## config.mk

```make
export PLATFORM = sky130hd
export DESIGN_NAME = decode_ctrl_stage
export DESIGN_NICKNAME = d
export VERILOG_FILES = /design/src/rtl/decode_ctrl_stage.sv
export SDC_FILE = /design/constraint.sdc
export NUM_CORES = 1
export LEC_CHECK = 0
export CAP_MARGIN = 20
export CORE_MARGIN = 5
export CORE_UTILIZATION = 50
export DETAILED_ROUTE_END_ITERATION = 8
export PLACE_DENSITY_LB_ADDON = 0.12
export SYNTH_ARGS = -nofsm -noshare
export SYNTH_HDL_FRONTEND = slang
export SYNTH_SLANG_ARGS = --single-unit
export TNS_END_PERCENT = 1
```

## constraint.sdc

```tcl
create_clock -name clk -period 3.23 [get_ports clk]
set_clock_uncertainty 0.05 [all_clocks]
set_input_delay 0.4845 -clock clk [delete_from_list [all_inputs] [get_ports clk]]
set_output_delay 0.4845 -clock clk [all_outputs]
set_load 0.01 [all_outputs]
```

## src/rtl/decode_ctrl_stage.sv

```systemverilog
// Decode/control pipeline stage: decodes RV32I(+M) opcode fields into a registered
// control bundle, with a valid/ready handshake and an MDU occupancy stall counter.
module decode_ctrl_stage #(
    parameter int OP_W     = 7,
    parameter int F3_W     = 3,
    parameter int F7_W     = 7,
    parameter int ALU_OP_W = 3,
    parameter int ENABLE_M = 1,
    parameter int MUL_LAT  = 3,
    parameter int DIV_LAT  = 8
) (
    input  logic                clk,
    input  logic                rst,
    input  logic                flush,
    input  logic                in_valid,
    output logic                in_ready,
    input  logic [OP_W-1:0]     opcode,
    input  logic [F3_W-1:0]     funct3,
    input  logic [F7_W-1:0]     funct7,
    output logic                out_valid,
    input  logic                out_ready,
    output logic                has_imm,
    output logic [ALU_OP_W-1:0] alu_op,
    output logic                alu_alt,
    output logic                rf_we,
    output logic                mem_we,
    output logic                mem2rf,
    output logic [1:0]          mem_size,
    output logic                mem_unsigned,
    output logic                branch,
    output logic                check_eq,
    output logic                jump,
    output logic                is_imm20,
    output logic                is_lui,
    output logic                is_auipc,
    output logic                mdu,
    output logic [2:0]          mdu_op,
    output logic                illegal,
    output logic                mdu_busy
);

    localparam int LAT_MAX = (MUL_LAT > DIV_LAT) ? MUL_LAT : DIV_LAT;
    localparam int CNT_W   = $clog2(LAT_MAX + 1);

    localparam logic [OP_W-1:0] OPC_OP_IMM = OP_W'(7'b0010011);
    localparam logic [OP_W-1:0] OPC_OP     = OP_W'(7'b0110011);
    localparam logic [OP_W-1:0] OPC_LOAD   = OP_W'(7'b0000011);
    localparam logic [OP_W-1:0] OPC_STORE  = OP_W'(7'b0100011);
    localparam logic [OP_W-1:0] OPC_BRANCH = OP_W'(7'b1100011);
    localparam logic [OP_W-1:0] OPC_JAL    = OP_W'(7'b1101111);
    localparam logic [OP_W-1:0] OPC_JALR   = OP_W'(7'b1100111);
    localparam logic [OP_W-1:0] OPC_LUI    = OP_W'(7'b0110111);
    localparam logic [OP_W-1:0] OPC_AUIPC  = OP_W'(7'b0010111);

    localparam logic [F3_W-1:0] F3_ADD = F3_W'(3'b000);
    localparam logic [F3_W-1:0] F3_SL  = F3_W'(3'b001);
    localparam logic [F3_W-1:0] F3_SR  = F3_W'(3'b101);
    localparam logic [F7_W-1:0] F7_BASE = F7_W'(7'b0000000);
    localparam logic [F7_W-1:0] F7_ALT  = F7_W'(7'b0100000);
    localparam logic [F7_W-1:0] F7_MD   = F7_W'(7'b0000001);

    typedef enum logic [1:0] {
        ST_EMPTY    = 2'd0,
        ST_FULL     = 2'd1,
        ST_MDU_BUSY = 2'd2
    } state_t;

    typedef struct packed {
        logic                has_imm;
        logic [ALU_OP_W-1:0] alu_op;
        logic                alu_alt;
        logic                rf_we;
        logic                mem_we;
        logic                mem2rf;
        logic [1:0]          mem_size;
        logic                mem_unsigned;
        logic                branch;
        logic                check_eq;
        logic                jump;
        logic                is_imm20;
        logic                is_lui;
        logic                is_auipc;
        logic                mdu;
        logic [2:0]          mdu_op;
        logic                illegal;
    } bundle_t;

    state_t             state_q, state_d;
    logic [CNT_W-1:0]   cnt_q, cnt_d;
    bundle_t            bundle_q, bundle_d;
    bundle_t            dec_s;
    logic               out_valid_q, out_valid_d;
    logic               mdu_busy_q, mdu_busy_d;
    logic               accept_s;
    logic [CNT_W-1:0]   lat_s;

    // Combinational instruction decode; illegal encodings squash side-effecting fields.
    always_comb begin
        dec_s = '0;
        case (opcode)
            OPC_OP_IMM: begin
                dec_s.rf_we   = 1'b1;
                dec_s.has_imm = 1'b1;
                dec_s.alu_op  = ALU_OP_W'(funct3);
                dec_s.alu_alt = (funct3 == F3_SR) & funct7[5];
                dec_s.illegal = ((funct3 == F3_SL) && (funct7 != F7_BASE)) ||
                                ((funct3 == F3_SR) && (funct7 != F7_BASE) && (funct7 != F7_ALT));
            end
            OPC_OP: begin
                if (funct7 == F7_BASE) begin
                    dec_s.rf_we  = 1'b1;
                    dec_s.alu_op = ALU_OP_W'(funct3);
                end else if ((funct7 == F7_ALT) && ((funct3 == F3_ADD) || (funct3 == F3_SR))) begin
                    dec_s.rf_we   = 1'b1;
                    dec_s.alu_op  = ALU_OP_W'(funct3);
                    dec_s.alu_alt = 1'b1;
                end else if ((funct7 == F7_MD) && (ENABLE_M != 0)) begin
                    dec_s.rf_we  = 1'b1;
                    dec_s.mdu    = 1'b1;
                    dec_s.mdu_op = funct3[2:0];
                end else begin
                    dec_s.illegal = 1'b1;
                end
            end
            OPC_LOAD: begin
                dec_s.has_imm      = 1'b1;
                dec_s.rf_we        = 1'b1;
                dec_s.mem2rf       = 1'b1;
                dec_s.mem_size     = funct3[1:0];
                dec_s.mem_unsigned = funct3[2];
                dec_s.illegal      = (funct3 == F3_W'(3'b011)) || (funct3 == F3_W'(3'b110)) ||
                                     (funct3 == F3_W'(3'b111));
            end
            OPC_STORE: begin
                dec_s.has_imm  = 1'b1;
                dec_s.mem_we   = 1'b1;
                dec_s.mem_size = funct3[1:0];
                dec_s.illegal  = (funct3 >= F3_W'(3'b011));
            end
            OPC_BRANCH: begin
                dec_s.branch   = 1'b1;
                dec_s.alu_alt  = ~funct3[2];
                dec_s.alu_op   = ALU_OP_W'({1'b0, funct3[2:1]});
                dec_s.check_eq = funct3[0] ^ ~funct3[2];
                dec_s.illegal  = (funct3 == F3_W'(3'b010)) || (funct3 == F3_W'(3'b011));
            end
            OPC_JAL: begin
                dec_s.jump     = 1'b1;
                dec_s.is_imm20 = 1'b1;
                dec_s.rf_we    = 1'b1;
            end
            OPC_JALR: begin
                dec_s.jump    = 1'b1;
                dec_s.has_imm = 1'b1;
                dec_s.rf_we   = 1'b1;
                dec_s.illegal = (funct3 != F3_ADD);
            end
            OPC_LUI: begin
                dec_s.rf_we    = 1'b1;
                dec_s.is_imm20 = 1'b1;
                dec_s.is_lui   = 1'b1;
            end
            OPC_AUIPC: begin
                dec_s.rf_we    = 1'b1;
                dec_s.is_imm20 = 1'b1;
                dec_s.is_auipc = 1'b1;
            end
            default: begin
                dec_s.illegal = 1'b1;
            end
        endcase
        dec_s.rf_we  = dec_s.rf_we  & ~dec_s.illegal;
        dec_s.mem_we = dec_s.mem_we & ~dec_s.illegal;
        dec_s.mem2rf = dec_s.mem2rf & ~dec_s.illegal;
        dec_s.branch = dec_s.branch & ~dec_s.illegal;
        dec_s.jump   = dec_s.jump   & ~dec_s.illegal;
        dec_s.mdu    = dec_s.mdu    & ~dec_s.illegal;
    end

    // Handshake and next-state logic; an MDU hand-off never overlaps a new accept.
    always_comb begin
        in_ready = ~rst & ~flush &
                   ((state_q == ST_EMPTY) || ((state_q == ST_FULL) && out_ready && ~bundle_q.mdu));
        accept_s = in_valid & in_ready;
        lat_s    = bundle_q.mdu_op[2] ? CNT_W'(DIV_LAT) : CNT_W'(MUL_LAT);
        state_d  = state_q;
        cnt_d    = cnt_q;
        bundle_d = bundle_q;
        case (state_q)
            ST_EMPTY: begin
                if (accept_s) begin
                    state_d  = ST_FULL;
                    bundle_d = dec_s;
                end else begin
                    state_d = ST_EMPTY;
                end
            end
            ST_FULL: begin
                if (flush) begin
                    state_d = ST_EMPTY;
                end else if (out_ready && bundle_q.mdu) begin
                    if (lat_s == CNT_W'(1)) begin
                        state_d = ST_EMPTY;
                    end else begin
                        state_d = ST_MDU_BUSY;
                        cnt_d   = lat_s - CNT_W'(1);
                    end
                end else if (out_ready) begin
                    if (accept_s) begin
                        state_d  = ST_FULL;
                        bundle_d = dec_s;
                    end else begin
                        state_d = ST_EMPTY;
                    end
                end else begin
                    state_d = ST_FULL;
                end
            end
            ST_MDU_BUSY: begin
                cnt_d   = cnt_q - CNT_W'(1);
                state_d = (cnt_q == CNT_W'(1)) ? ST_EMPTY : ST_MDU_BUSY;
            end
            default: begin
                state_d = ST_EMPTY;
                cnt_d   = '0;
            end
        endcase
        out_valid_d = (state_d == ST_FULL);
        mdu_busy_d  = (state_d == ST_MDU_BUSY);
    end

    // State, counter and bundle registers.
    always_ff @(posedge clk) begin
        if (rst) begin
            state_q     <= ST_EMPTY;
            cnt_q       <= '0;
            bundle_q    <= '0;
            out_valid_q <= 1'b0;
            mdu_busy_q  <= 1'b0;
        end else begin
            state_q     <= state_d;
            cnt_q       <= cnt_d;
            bundle_q    <= bundle_d;
            out_valid_q <= out_valid_d;
            mdu_busy_q  <= mdu_busy_d;
        end
    end

    assign out_valid    = out_valid_q;
    assign mdu_busy     = mdu_busy_q;
    assign has_imm      = bundle_q.has_imm;
    assign alu_op       = bundle_q.alu_op;
    assign alu_alt      = bundle_q.alu_alt;
    assign rf_we        = bundle_q.rf_we;
    assign mem_we       = bundle_q.mem_we;
    assign mem2rf       = bundle_q.mem2rf;
    assign mem_size     = bundle_q.mem_size;
    assign mem_unsigned = bundle_q.mem_unsigned;
    assign branch       = bundle_q.branch;
    assign check_eq     = bundle_q.check_eq;
    assign jump         = bundle_q.jump;
    assign is_imm20     = bundle_q.is_imm20;
    assign is_lui       = bundle_q.is_lui;
    assign is_auipc     = bundle_q.is_auipc;
    assign mdu          = bundle_q.mdu;
    assign mdu_op       = bundle_q.mdu_op;
    assign illegal      = bundle_q.illegal;

endmodule

```

==> impl_metrics.yaml, run 1 <==
finish:
  final_common_cell: "clkdlybuf4s50_1"
  syn_to_final_growth_pct: 35.8
  final_layout_size_suffix_gt1_frac: 0.0744
  final_cell_mix: "clkdlybuf4s50_1 (46), dfxtp_1 (30), a21oi_1 (20)"
  fin_nets: 270
  antennaDiodeCount: 0
global_route:
  grt_pass1_vias: 1705
  global_route.usage.total: 0.216
  grt_util_met2: 0.404
  grt_first_pass_wirelength_mm: 7.58
  grt_max_degree: 24
  globalRouteOverflowTotal: 0
  grt_antenna_before_repair: 0
  grtUsageMet3: 0.0506
  busiest_layer: "met2"
  gr_layer_usage_met1: 0.239
worst_setup_path:
  worst-endpoint-required_ns: 2.70
  cp_cell_sequence: "inv_1, ha_1, and3b_1, o21a_1, clkdlybuf4s50_1"
  critical_path_class: "reg -> out"
  startpoint_type: "register"
  worstSetupEndpointType: "output pin"
  r2r_setup_slk_ns: 0.87
  critical_path.slowest_cell: "clkdlybuf4s50_1"
  worst-path-max-fanout: 8
  delay_of_the_slowest_critical_path_stage_ns: 0.53
  worst-endpoint-arrival_ns: 2.01
place:
  gp_congestion: 1.01
  dp_hpwl_mm: 3.44
  placement.io_buffers: 46
floorplanning:
  initial_core_util: 0.526
  die_y_um: 67.1
  fp.dieArea_um2: 4510
  top_level_ports: 47
  placeableCoreArea_um2: 3100
  num_rows: 20
  die-width_um: 67.1
clocking:
  root_buffer: "clkbuf_4"
  cts_tree: "done"
  postCtsResizedCells: 0
  clkLatencyLatePin_ns: 0.32
  cts.reportedPaths.clkPinSlew_ns: 0.09
  ctsHtreeMaxLevel: 2
  cts_sinks: 30
  ctsHoldBuffers: 0
  cts.path.max_buffers: 2
  number_of_clock_buffers_inserted_by_tritoncts: 5
  cts_setup_buffers: 0
synthesis:
  synth.avg_cell_area_um2: 8.37
  synth_flop_cell: "dfxtp_1"
  post_synth_xor_area_fraction: 0.0107
  synth_compound_gate_area_share: 0.271
  synth_nets: 223
  synth_top_family_by_area: "compound AO/OA/AOI/OAI gates"
  ys_seq_elements: 30
  post_synth_fa_ha_maj_area_fraction: 0.0460
  synthSimpleGateAreaFrac: 0.271
  synth-seq-area-share: 0.368
  netlist-cell-type-count: 47
  post_synth_inst_count: 195
  number_of_flops_mapped_to_enable_cells_by_yosys: 0
  async_flop_share: 0
  synth_warnings: 0
  synth_mux_area_frac: 0
  syn_area_um2: 1630
power:
  vdd_ir_drop_max_mv: 0.167
  p_per_cell_area_nw_per_um2: 349
  seq_power_share: 0.483
  cell_internal_pwr_mw: 0.598
  power.switching_mw: 0.176
  p_sw_frac: 0.227
  share_comb_of_total_power: 0.128
  clock_power_share: 0.389
  leak_pwr_nw: 0.753
timing:
  min_period_ns: 2.54
  final_number_of_max_transition_violations: 0
  final.hold.worst_slack_ns: 0.413
  slew_headroom: 0.661
  rsz0062_at_grt: "false"
  timing.final.hold_violations: 0
  period_share: 0.787
  timing.setup.tns_ns: 0
  finalSetupViolCount: 0
  worstMarginPinSlew_ns: 0.504
  achievable-frequency_mhz: 393
hold_path:
  hp-class: "reg -> reg"
route:
  average_wire_per_standard_cell_um: 15.4
  detailedRoute.firstIterationViolations: 65
  drt-pass1-iter-count: 4
  remaining_drc_errors: 0
  post_drt_via_cell_ratio: 5.92
  drtAntennaViolNets: 0
  wirelength_mm: 4.39
  num_vias: 1692
job:
  cap_violations: 0
run_status:
  run_status: "finished, final reports clean"
-- power by group through the flow --
stage / Combinational (mW) / Sequential [mW] / Clock (mW)
floorplan: 0.0458 / 0.384 / 0
global placement: 0.0946 / 0.383 / 0
detailed placement: 0.0971 / 0.383 / 0
CTS: 0.0977 / 0.374 / 0.309
global route: 0.107 / 0.375 / 0.329
finish: 0.0990 / 0.374 / 0.301
-- synth_stat cells, drive strengths merged (2+ instances only) --
| master | number | area share |
|---|---|---|
| nor2b | 9 | 0.035 |
| inv | 5 | 0.012 |
| a21oi | 20 | 0.061 |
| xor2 | 2 | 0.011 |
| nand3 | 8 | 0.025 |
| clkbuf | 8 | 0.018 |
| nand2 | 17 | 0.039 |
| o21a | 2 | 0.0092 |
| and3b | 2 | 0.011 |
| a32o | 2 | 0.013 |
| o21ai | 10 | 0.031 |
| a211oi | 6 | 0.028 |
| nor2 | 18 | 0.041 |
| a22oi | 4 | 0.018 |
| nor3 | 6 | 0.021 |
| dfxtp | 30 | 0.37 |
| a32oi | 2 | 0.011 |
| nand4 | 3 | 0.012 |
| nand2b | 2 | 0.0077 |
| ha | 6 | 0.046 |
| o211ai | 3 | 0.014 |
| nor4 | 4 | 0.015 |
| a22o | 5 | 0.027 |
-- registers in the layout, summed over array words and instances (netlist names), 2 cells and up --
signal	flops
mem_size	2
mdu_op	3
cnt_q	4
alu_op	3
state_q	2
-- cell families (layout without fill, tap and decap cells) --
family | after synthesis | in the layout
xor+xnor | 2 | 2
buf+inv | 14 | 61
simple gates | 81 | 81
compound gates | 62 | 62
flops | 30 | 30
fa+ha+maj | 6 | 6
-- final timing paths --
path                from           to  depth (start not counted)
min          mem_size[1]  mem_size[1]                          2
max           state_q[1]     in_ready                          5
min reg2reg  mem_size[1]  mem_size[1]                          2
max reg2reg   state_q[1]         jump                          7
-- worst max-delay path: cells and delay by family, from the launching register on --
kind	cells	cell delay [ns]
AO/OA/AOI/OAI	1	0.14
adder cells (fa/ha/maj)	1	0.29
buffers and inverters	2	0.63
flip-flops	1	0.35
AND/OR/NAND/NOR	1	0.28
-- stage by stage --
stage,cell area (µm²),setup slack [ns],utilization,cells,power [mW]
floorplan,1630,1.09,-,195,0.430
global placement,2130,0.626,0.688,279,0.477
detailed placement,2130,0.573,0.688,279,0.480
CTS,2220,0.690,0.714,286,0.780
global route,2220,0.547,0.714,286,0.810
finish,2220,0.687,0.714,286,0.774
-- area by class of cell --
| type | instances | area (µm²) |
|---|---|---|
| timing repair buffer | 49 | 483 |
| inverter | 5 | 18.8 |
| sequential | 30 | 601 |
| multi-input combinational | 151 | 977 |
| clock buffer | 6 | 51.3 |
| fill | 272 | 887 |
| tap | 44 | 55.1 |
| clock inverter | 1 | 30.0 |
-- metal layers --
layer / share of wire / wire length, µm
met5: 0 / 0
met4: 0.020 / 87
met3: 0.065 / 287
met2: 0.53 / 2320
met1: 0.39 / 1690
Power figures use the tool's default switching activity.
==> run 2, diff against run 1 <==
- CORE_UTILIZATION: 50 -> 47
- clock period: 3.23 -> 2.7 ns (I/O delays scaled with it)
==> impl_metrics.yaml, run 2 (same netlist as run 1, synthesis figures left out) <==
run_status:
  run_status: "finished, final reports clean"
route:
  drtAntennaViolNets: 0
  detailedRoute.firstIterationViolations: 129
  post_drt_via_cell_ratio: 5.76
  num_vias: 1681
  remaining_drc_errors: 0
  wirelength_mm: 4.32
  average_wire_per_standard_cell_um: 14.8
  drt-pass1-iter-count: 4
floorplanning:
  num_rows: 21
  die-width_um: 68.9
  fp.dieArea_um2: 4750
  die_y_um: 68.9
  placeableCoreArea_um2: 3340
  initial_core_util: 0.489
  top_level_ports: 47
finish:
  regMostFlops: "cnt_q"
  antennaDiodeCount: 0
  syn_to_final_growth_pct: 36.0
  final_cell_mix: "clkdlybuf4s50_1 (46), dfxtp_1 (30), a21oi_1 (20)"
  utilization: 0.665
  final_layout_size_suffix_gt1_frac: 0.0854
  largest_reg_flops: 4
  final_common_cell: "clkdlybuf4s50_1"
  fin_nets: 273
clocking:
  cts_setup_buffers: 0
  cts_tree: "done"
  root_buffer: "clkbuf_4"
  ctsHtreeMaxLevel: 2
  number_of_clock_buffers_inserted_by_tritoncts: 5
  clkLatencyLatePin_ns: 0.32
  cts_sinks: 30
  ctsHoldBuffers: 0
  cts.path.max_buffers: 2
  cts.reportedPaths.clkPinSlew_ns: 0.09
  postCtsResizedCells: 0
timing:
  final_number_of_max_transition_violations: 0
  worstMarginPinSlew_ns: 0.452
  timing.setup.tns_ns: 0
  timing.final.hold_violations: 0
  slew_headroom: 0.694
  rsz0062_at_grt: "false"
  achievable-frequency_mhz: 409
  min_period_ns: 2.45
  period_share: 0.906
  finalSetupViolCount: 0
worst_setup_path:
  worst-endpoint-arrival_ns: 1.99
  regToRegStartpoint: "state_q[1]"
  r2r-end: "rf_we"
  critical_path_buf_inv_count: 2
  critical_path.slowest_cell: "clkdlybuf4s50_1"
  critical_path_class: "reg -> out"
  startpoint_type: "register"
  reg2reg_depth: 7
  r2r_setup_slk_ns: 0.67
  worst-endpoint-required_ns: 2.25
  critPathTopFamily: "buffers and inverters"
  delay_of_the_slowest_critical_path_stage_ns: 0.53
  cp_cell_sequence: "inv_1, ha_1, and3b_1, o21a_1, clkdlybuf4s50_1"
  worst-path-max-fanout: 8
  worstSetupEndpointType: "output pin"
global_route:
  grt_pass1_vias: 1683
  grt_max_degree: 24
  grt_first_pass_wirelength_mm: 7.49
  global_route.usage.total: 0.209
  globalRouteOverflowTotal: 0
  grt_antenna_before_repair: 0
hold_path:
  whs_endpoint: "alu_op[2]"
  hp-class: "reg -> reg"
  whs_path_depth: 2
  worst_hold_startpoint: "alu_op[2]"
job:
  cap_violations: 0
power:
  leak_pwr_nw: 0.759
  vdd_ir_drop_max_mv: 0.278
  totalPowerFinal_mw: 0.844
  p_per_cell_area_nw_per_um2: 380
place:
  gp_congestion: 0.888
  dp_hpwl_mm: 3.37
  placement.io_buffers: 46
-- run 2: cell count changes in the layout (fill, tap and decap cells not counted) --
| cell | change |
|---|---|
| buf_4 | +3 |
| bufinv_16 | -1 |
| clkbuf_1 | +1 |
| clkinv_2 | +1 |
-- run 2: worst max-delay path by stage --
stage / startpoint / end / slack, ns / cells after the start
2_1_floorplan: funct7[4] / mem_we / 0.64 / 5
3_3_place_gp: funct7[4] / mem_we / 0.16 / 6
3_5_place_dp: funct7[4] / jump / 0.14 / 6
4_1_cts: state_q[1] / in_ready / 0.23 / 5
5_1_grt: state_q[1] / in_ready / 0.1 / 5
6_report: state_q[1] / in_ready / 0.25 / 5
-- run 2: power breakdown --
part	internal (mW)	switching, mW
Clock	0.126	0.149
Combinational	0.0571	0.0641
Sequential	0.446	0.00191
Total	0.629	0.215
-- run 2: layout make-up --
class                   instances  area, µm²
repair buffers                 52        505
flip-flops and latches         30        601
fillers                       298       1120
well taps                      46       57.6
inverters                       5       18.8
clock buffers                   7       55.1
clock inverters                 1       5.00
multi-input cells             151        977
-- run 2: worst register-to-register path: stages, from the launching register on --
cell	delay, ns
dfxtp_1	0.39
inv_1	0.08
ha_1	0.27
and3b_1	0.24
o211a_1	0.26
buf_4	0.18
nor2_1	0.30
a22o_1	0.21
-- run 2: metrics by stage --
step | hold slack, ns | area (µm²) | instances | worst slack, ns
floorplan | 0.395 | 1630 | 195 | 0.639
finish | 0.408 | 2220 | 292 | 0.253
global route | 0.432 | 2220 | 292 | 0.0977
CTS | 0.411 | 2220 | 292 | 0.235
global placement | 0.392 | 2160 | 284 | 0.163
detailed placement | 0.399 | 2160 | 284 | 0.137
-- run 2: layer usage --
layer  wire length (µm)  track usage
met3                285       0.0567
met4                 65       0.0730
met2               2220        0.381
met5                  0            0
met1               1740        0.231
